<file path="config.mk">
export PLATFORM = sky130hd
export DESIGN_NAME = if_fetch_unit
export DESIGN_NICKNAME = d
export VERILOG_FILES = /design/src/rtl/rv_if_pkg.sv /design/src/rtl/ifid_reg.sv /design/src/rtl/if_fetch_unit.sv
export SDC_FILE = /design/constraint.sdc
export NUM_CORES = 1
export LEC_CHECK = 0
export ABC_AREA = 1
export CAP_MARGIN = 10
export CORE_ASPECT_RATIO = 1.1
export CORE_MARGIN = 2
export CORE_UTILIZATION = 40
export CTS_CLUSTER_DIAMETER = 60
export DETAILED_ROUTE_END_ITERATION = 8
export PLACE_DENSITY = 0.73
export SETUP_SLACK_MARGIN = 0.05
export SKIP_LAST_GASP = 1
export SLEW_MARGIN = 20
export SYNTH_ARGS = -nofsm -noshare
export SYNTH_HDL_FRONTEND = slang
export SYNTH_SLANG_ARGS = --single-unit
</file>
<file path="constraint.sdc">
create_clock -name i_clk -period 1.6 [get_ports i_clk]
set_input_delay 0.32 -clock i_clk [delete_from_list [all_inputs] [get_ports i_clk]]
set_output_delay 0.32 -clock i_clk [all_outputs]
set_load 0.005 [all_outputs]
</file>
<file path="src/rtl/rv_if_pkg.sv">
// Shared definitions for the instruction-fetch stage: boot/limit/bubble
// defaults, fetch FSM state encoding and small address helpers.
package rv_if_pkg;

  localparam logic [31:0] RESET_PC_DEF   = 32'h0000_0400;
  localparam logic [31:0] IMEM_LIMIT_DEF = 32'h0000_1000;
  localparam logic [31:0] NOP_INST_DEF   = 32'h0000_0013;

  typedef enum logic {
    ST_RUN   = 1'b0,
    ST_FAULT = 1'b1
  } fetch_state_t;

  // Sequential successor of a fetch address; the carry is dropped so the
  // address space wraps modulo 2^32.
  function automatic logic [31:0] pc_plus4(input logic [31:0] pc);
    return pc + 32'd4;
  endfunction

  // Redirect targets are forced onto a word boundary.
  function automatic logic [31:0] word_align(input logic [31:0] addr);
    return {addr[31:2], 2'b00};
  endfunction

endpackage

</file>
<file path="src/rtl/ifid_reg.sv">
// IF/ID pipeline register: loads a fetched word, holds on stall, or is
// overwritten with a bubble (NOP, invalid) on redirect or fetch fault.
module ifid_reg
  import rv_if_pkg::*;
#(
  parameter logic [31:0] NOP_INST = NOP_INST_DEF
) (
  input  logic        clk,
  input  logic        rst,
  input  logic        load,
  input  logic        bubble,
  input  logic [31:0] fetch_inst,
  input  logic [31:0] fetch_pc,
  input  logic [31:0] fetch_pc4,
  output logic [31:0] ifid_inst,
  output logic [31:0] ifid_pc,
  output logic [31:0] ifid_pc4,
  output logic        ifid_valid
);

  logic [31:0] inst_p1;
  logic [31:0] pc_p1;
  logic [31:0] pc4_p1;
  logic        vld_p1;

  // ---- IF -> ID boundary ----
  // Bubble wins over load; neither means hold (stall). PC fields are kept on a
  // bubble since an invalid slot makes them don't-care downstream.
  always_ff @(posedge clk) begin
    if (rst) begin
      inst_p1 <= NOP_INST;
      pc_p1   <= 32'd0;
      pc4_p1  <= 32'd0;
      vld_p1  <= 1'b0;
    end else if (bubble) begin
      inst_p1 <= NOP_INST;
      vld_p1  <= 1'b0;
    end else if (load) begin
      inst_p1 <= fetch_inst;
      pc_p1   <= fetch_pc;
      pc4_p1  <= fetch_pc4;
      vld_p1  <= 1'b1;
    end
  end

  assign ifid_inst  = inst_p1;
  assign ifid_pc    = pc_p1;
  assign ifid_pc4   = pc4_p1;
  assign ifid_valid = vld_p1;

endmodule

</file>
<file path="src/rtl/if_fetch_unit.sv">
// Instruction fetch unit: PC register, RUN/FAULT fetch FSM, valid-fetch
// counter and the IF/ID register. Priority per edge: reset, flush, stall,
// then normal fetch.
module if_fetch_unit
  import rv_if_pkg::*;
#(
  parameter logic [31:0] RESET_PC   = RESET_PC_DEF,
  parameter logic [31:0] IMEM_LIMIT = IMEM_LIMIT_DEF,
  parameter logic [31:0] NOP_INST   = NOP_INST_DEF
) (
  input  logic        i_clk,
  input  logic        i_rst,
  output logic [31:0] o_pc,
  input  logic [31:0] i_instruccion,
  input  logic        i_stall,
  input  logic        i_flush,
  input  logic [31:0] i_target,
  output logic [31:0] o_ifid_inst,
  output logic [31:0] o_ifid_pc,
  output logic [31:0] o_ifid_pc4,
  output logic        o_ifid_valid,
  output logic        o_fault,
  output logic        o_misaligned,
  output logic [31:0] o_fetch_cnt
);

  fetch_state_t state_p0;
  logic [31:0]  pc_p0;
  logic [31:0]  cnt_p0;
  logic         fault_p0;
  logic         mis_p0;

  logic         in_mem;
  logic         advance;
  logic         fetch_go;
  logic         fault_go;
  logic         bubble;
  logic [31:0]  pc4;

  // Edge decisions: fetch only when running inside memory; an out-of-range
  // fetch or a FAULT-state idle cycle produces a bubble instead.
  always_comb begin
    in_mem   = (pc_p0 < IMEM_LIMIT);
    advance  = !i_flush && !i_stall;
    fetch_go = advance && (state_p0 == ST_RUN) && in_mem;
    fault_go = advance && ((state_p0 == ST_FAULT) || !in_mem);
    bubble   = i_flush || fault_go;
    pc4      = pc_plus4(pc_p0);
  end

  // ---- PC / FSM stage ----
  // Fetch FSM with registered PC, counter, fault level and misalign pulse.
  always_ff @(posedge i_clk) begin
    if (i_rst) begin
      state_p0 <= ST_RUN;
      pc_p0    <= RESET_PC;
      cnt_p0   <= 32'd0;
      fault_p0 <= 1'b0;
      mis_p0   <= 1'b0;
    end else begin
      mis_p0 <= i_flush && (|i_target[1:0]);
      if (i_flush) begin
        state_p0 <= ST_RUN;
        pc_p0    <= word_align(i_target);
        fault_p0 <= 1'b0;
      end else if (fetch_go) begin
        pc_p0  <= pc4;
        cnt_p0 <= cnt_p0 + 32'd1;
      end else if (fault_go) begin
        state_p0 <= ST_FAULT;
        fault_p0 <= 1'b1;
      end
    end
  end

  ifid_reg #(
    .NOP_INST (NOP_INST)
  ) u_ifid_reg (
    .clk        (i_clk),
    .rst        (i_rst),
    .load       (fetch_go),
    .bubble     (bubble),
    .fetch_inst (i_instruccion),
    .fetch_pc   (pc_p0),
    .fetch_pc4  (pc4),
    .ifid_inst  (o_ifid_inst),
    .ifid_pc    (o_ifid_pc),
    .ifid_pc4   (o_ifid_pc4),
    .ifid_valid (o_ifid_valid)
  );

  assign o_pc         = pc_p0;
  assign o_fault      = fault_p0;
  assign o_misaligned = mis_p0;
  assign o_fetch_cnt  = cnt_p0;

endmodule

</file>
Word level (Yosys, flattened, before mapping)
Cells that the tools add are included.

Register bits after elaboration: 163. Input bits: 68. Output and inout bits: 163. Logic and storage cells: 35.

$add $sub $neg: 2. $lt $le $gt $ge: 1. Mux-type cells: 2. Bitwise logic cells: 4. Reductions and logical operators: 17.

Operators by type and width (count): 32-bit two-way mux (2); 32-bit by 1-bit adder with 32-bit output (second input constant) (1); 32-bit by 3-bit adder with 32-bit output (second input constant) (1); 32-bit by 13-bit less-than comparator with 1-bit output (second input constant) (1); 2-bit AND reduction (3); 2-bit OR reduction (3); 1-bit logical AND (5); 1-bit NOT (4); 1-bit zero test (3); 1-bit logical OR (2); 2-bit nonzero test (1).

Depth between registers and ports, before layout
Word-level depth: 7. Depth in mapped cells: 10. Gate-level depth less buffers: 10.

Modules after synthesis
Synthesis repeated with hierarchy kept, for this count alone.

Cell total of the unflattened synthesis: 1231. Area total of the unflattened synthesis: 7988.9 um^2.

Modules (own cells, without submodules): if_fetch_unit (instances 1, cells each 675, area each 4091.4 um^2, sequential area each 1281.2 um^2); ifid_reg (instances 1, cells each 556, area each 3897.5 um^2, sequential area each 1941.9 um^2).

Worst setup path after synthesis
Ideal clock, no wire load.

Kind: flip-flop to flip-flop. Start point: register cnt_p0[0], in the netlist o_fetch_cnt[0]. End point: register cnt_p0[20], in the netlist o_fetch_cnt[20]. Setup time: 128 ps. Data arrival time: 1335 ps. Data required time: 1472 ps. Slack: 138 ps. Stages on the path, launching flop included: 9. Buffers on the path: 0. Clock period less this slack: 1462 ps. Cells stage by stage: dfxtp_1 ha_1 nand3_1 nor2_1 nand2_1 nor3_1 nand3_1 nand2_1 nor2_1.

Longest elaborated chain between the ends: 1.

Ends and longest elaborated chain: start, declared (RTL line if_fetch_unit.sv:29) `logic [31:0] cnt_p0;`; start signal, assigned (RTL line if_fetch_unit.sv:68) `cnt_p0 <= cnt_p0 + 32'd1;`; 32-bit by 1-bit adder with 32-bit output (RTL line if_fetch_unit.sv:68).

No other way between the ends. A chain may end at the register's enable or synchronous reset.

Worst setup path in the final report
Start point: register pc_p0[23], in the netlist o_pc[23]. End point: register cnt_p0[9], in the netlist o_fetch_cnt[9].

Longest elaborated chain between the ends: 3.

Ends and longest elaborated chain: start, declared (RTL line if_fetch_unit.sv:28) `logic [31:0] pc_p0;`; start signal, assigned (RTL line if_fetch_unit.sv:64) `pc_p0 <= word_align(i_target);`; start signal, assigned (RTL line if_fetch_unit.sv:67) `pc_p0 <= pc4;`; 32-bit by 13-bit less-than comparator with 1-bit output (RTL line if_fetch_unit.sv:43) `in_mem = (pc_p0 < IMEM_LIMIT);`; 1-bit logical AND (RTL line if_fetch_unit.sv:45) `fetch_go = advance && (state_p0 == ST_RUN) && in_mem;`; 2-bit AND reduction (no source line).

No other way between the ends.

==> reports/summary.txt <==
Port Buffers - 224
Worst path arrival time - 2.00 ns
I/O pin count - 231
MaxCap Viol Count - 0
Worst vdd ir - 0.770 mV
Leakage - 5.17 nW
Synthesized flop and latch total - 157
HP Class - in -> reg
Failing checks - negative setup slack
Min Tclk post-route - 1.65 ns
Hold buffer count at cts - 0
Met1 Wirelength - 8650 um
Crit-path cells - nor2_2 > nand2_2 > nor2_4 > nand3_2 > nor2_4 > buf_12 > buf_12 > buf_16 > nand2_4 > a21oi_2
CTS tree - yes
Syn Area/Cell - 7.03 um^2
Area Overhead vs Synth - 74.0%
Setup TNS - -0.614 ns
RSZ-0062 raised after global routing - true
Top sig layer - met4
Clock Root Buffer - clkbuf_16
GRT overflow - 0
Synth cell types - 23
Final WL - 22900 um
Sequential share of the synthesized area - 0.494
Nets - 1288
Residual DRC count - 0
Area of the multi-input gates - 0.00344 mm^2
Sequential cell area - 0.00328 mm^2
Routed WL per cell - 16.0 um
Worst Setup End Kind - flop
Clock Latency Late Sink - 0.43 ns
Top post-synthesis cells by area - dfxtp_1 (49%), nand2_1 (21%), nor2_1 (8.3%), a21oi_1 (5.7%), nand3_1 (3.3%)
Leading area contributor after synthesis - dfxtp_1
Crit Path Category - reg -> reg
Reg2Reg Depth - 10
Vias/cell - 4.98
Reg clk slew, reported paths - 0.07 ns
Fillers - 1244
Outcome - complete, but fails checks
Router iterations before antenna repair - 4
Non-Filler Instances - 1431
Die area - 0.0169 mm^2
Final hold vios - 0
Setup crit start kind - flop
Initial antenna violation count - 0
Post-synth top area share - 0.494
WL met2 - 11400 um
Worst Hold Depth - 3
Gate count of the mapped netlist - 906
Worst Path Max Fanout - 8
Worst setup margin - -0.0470 ns
Largest net degree at the start of global routing - 80
Setup violations, final - 28
Cts bufs inserted - 17
# clock sinks - 157
Placed cells - 1355
Worst endpoint required time - 1.95 ns
Initial Util - 0.408
Power Density - 836 mW/mm^2
Final core occ - 0.709
Row count - 48
Final ANT Viol Nets - 0
Commonest non-fill, non-tap cell in the layout - nand2_1
Mapped Area - 0.00636 mm^2
First-pass GRT wire length - 35700 um
Total Power - 9.26 mW
Most frequent cells in the layout - nand2_1 (308), dlygate4sd2_1 (155), nor2_1 (118)
Worst path slowest cell - dfxtp_2
Slew Limit Fails - 0
Layout cells sized above 1 - 0.277
Dpl hpwl - 14100 um
Vias in the first global route - 7096
Met3 WL post-DR - 1870 um
ANT cells - 0
Max incr delay on CP - 0.33 ns
Htree depth - 4
Maximum clock frequency - 607 MHz
DRT iter0 DRCs - 362
Final period utilization - 1.03
Die height - 136 um
Setup Skew - 0.00899 ns
CTS Buffer Depth - 2
Tot GR Track Use - 0.263
Vias - 7129
RePlAce Congestion - 0.921
Core footprint - 0.0156 mm^2
Die width - 124 um
Synth warn - 0
## routing by layer
layer	global-route usage	vias to the layer above
li1	-	3449
met1	0.290	3297
met2	0.454	305
met3	0.0929	78
met4	0.127	0
met5	0	-
## cells by family (layout without fill, tap and decap cells)
kind of cell / after synthesis / after routing / synth area share
buffers and inverters: 82 / 401 / 0.0588
adders and majority gates: 2 / 2 / 0.00393
AOI/OAI and AO/OA: 98 / 98 / 0.0810
and+or+nand+nor: 550 / 551 / 0.340
other: 1 / 6 / 0.000589
DFF: 157 / 157 / 0.494
xor gates and xnor gates: 16 / 16 / 0.0220
## through the flow
stage | hold WS (ns) | area (um^2) | setup slack, ns
after floorplan | 0.430 | 6380 | 0.138
after global placement | 0.423 | 9330 | -0.325
after detailed placement | 0.427 | 9330 | -0.375
after CTS | 0.410 | 10800 | -0.162
after global routing | 0.432 | 11100 | -0.130
final | 0.427 | 11100 | -0.0470
## critical path: cells and delay by family (launching register included)
kind / cells / cell delay [ns]
AO/OA/AOI/OAI: 1 / 0.13
AND/OR/NAND/NOR: 6 / 0.68
flip-flops: 1 / 0.33
buffers and inverters: 3 / 0.42
## final timing paths
path	start	endpoint	slack [ns]
max reg2reg	o_pc[23]	o_fetch_cnt[9]	-0.05
min	i_target[28]	o_pc[28]	0.43
min reg2reg	u_ifid_reg.ifid_pc[14]	u_ifid_reg.ifid_pc[14]	0.43
max	o_pc[23]	o_fetch_cnt[9]	-0.05
## cells in the mapped netlist, drive strengths merged
master	n
a21oi	73
a22o	6
buf	25
clkbuf	22
conb	1
dfxtp	157
ha	2
inv	35
nand2	357
nand3	43
nand4	1
nor2	148
nor3	1
o21a	1
o21ai	18
xnor2	7
xor2	9
## registers in the layout, indices dropped and copies added (netlist names)
| register | flops |
|---|---|
| o_fetch_cnt | 32 |
| u_ifid_reg.ifid_inst | 32 |
| o_pc | 30 |
| u_ifid_reg.ifid_pc4 | 30 |
| u_ifid_reg.ifid_pc | 30 |
| o_fault | 1 |
| o_misaligned | 1 |
| u_ifid_reg.ifid_valid | 1 |
## power by group
part / switching [mW] / internal (mW)
clock: 1.72 / 2.80
sequential: 0.0466 / 3.93
combinational: 0.361 / 0.394
total: 2.13 / 7.13
## what timing repair did
item,CTS,global route
pin swaps,37,51
gates resized for setup,339,99
setup buffers,33,4
endpoints found under the setup margin,253,151
gates cloned,8,5
## final cells by class
class                      instances  share of cell area
timing repair buffer             334               0.299
clock inverter                    15              0.0210
clock buffer                      17              0.0384
multi-input combinational        673               0.311
inverter                          35              0.0122
tap                              200              0.0226
sequential                       157               0.296
Power figures use the tool's default switching activity.
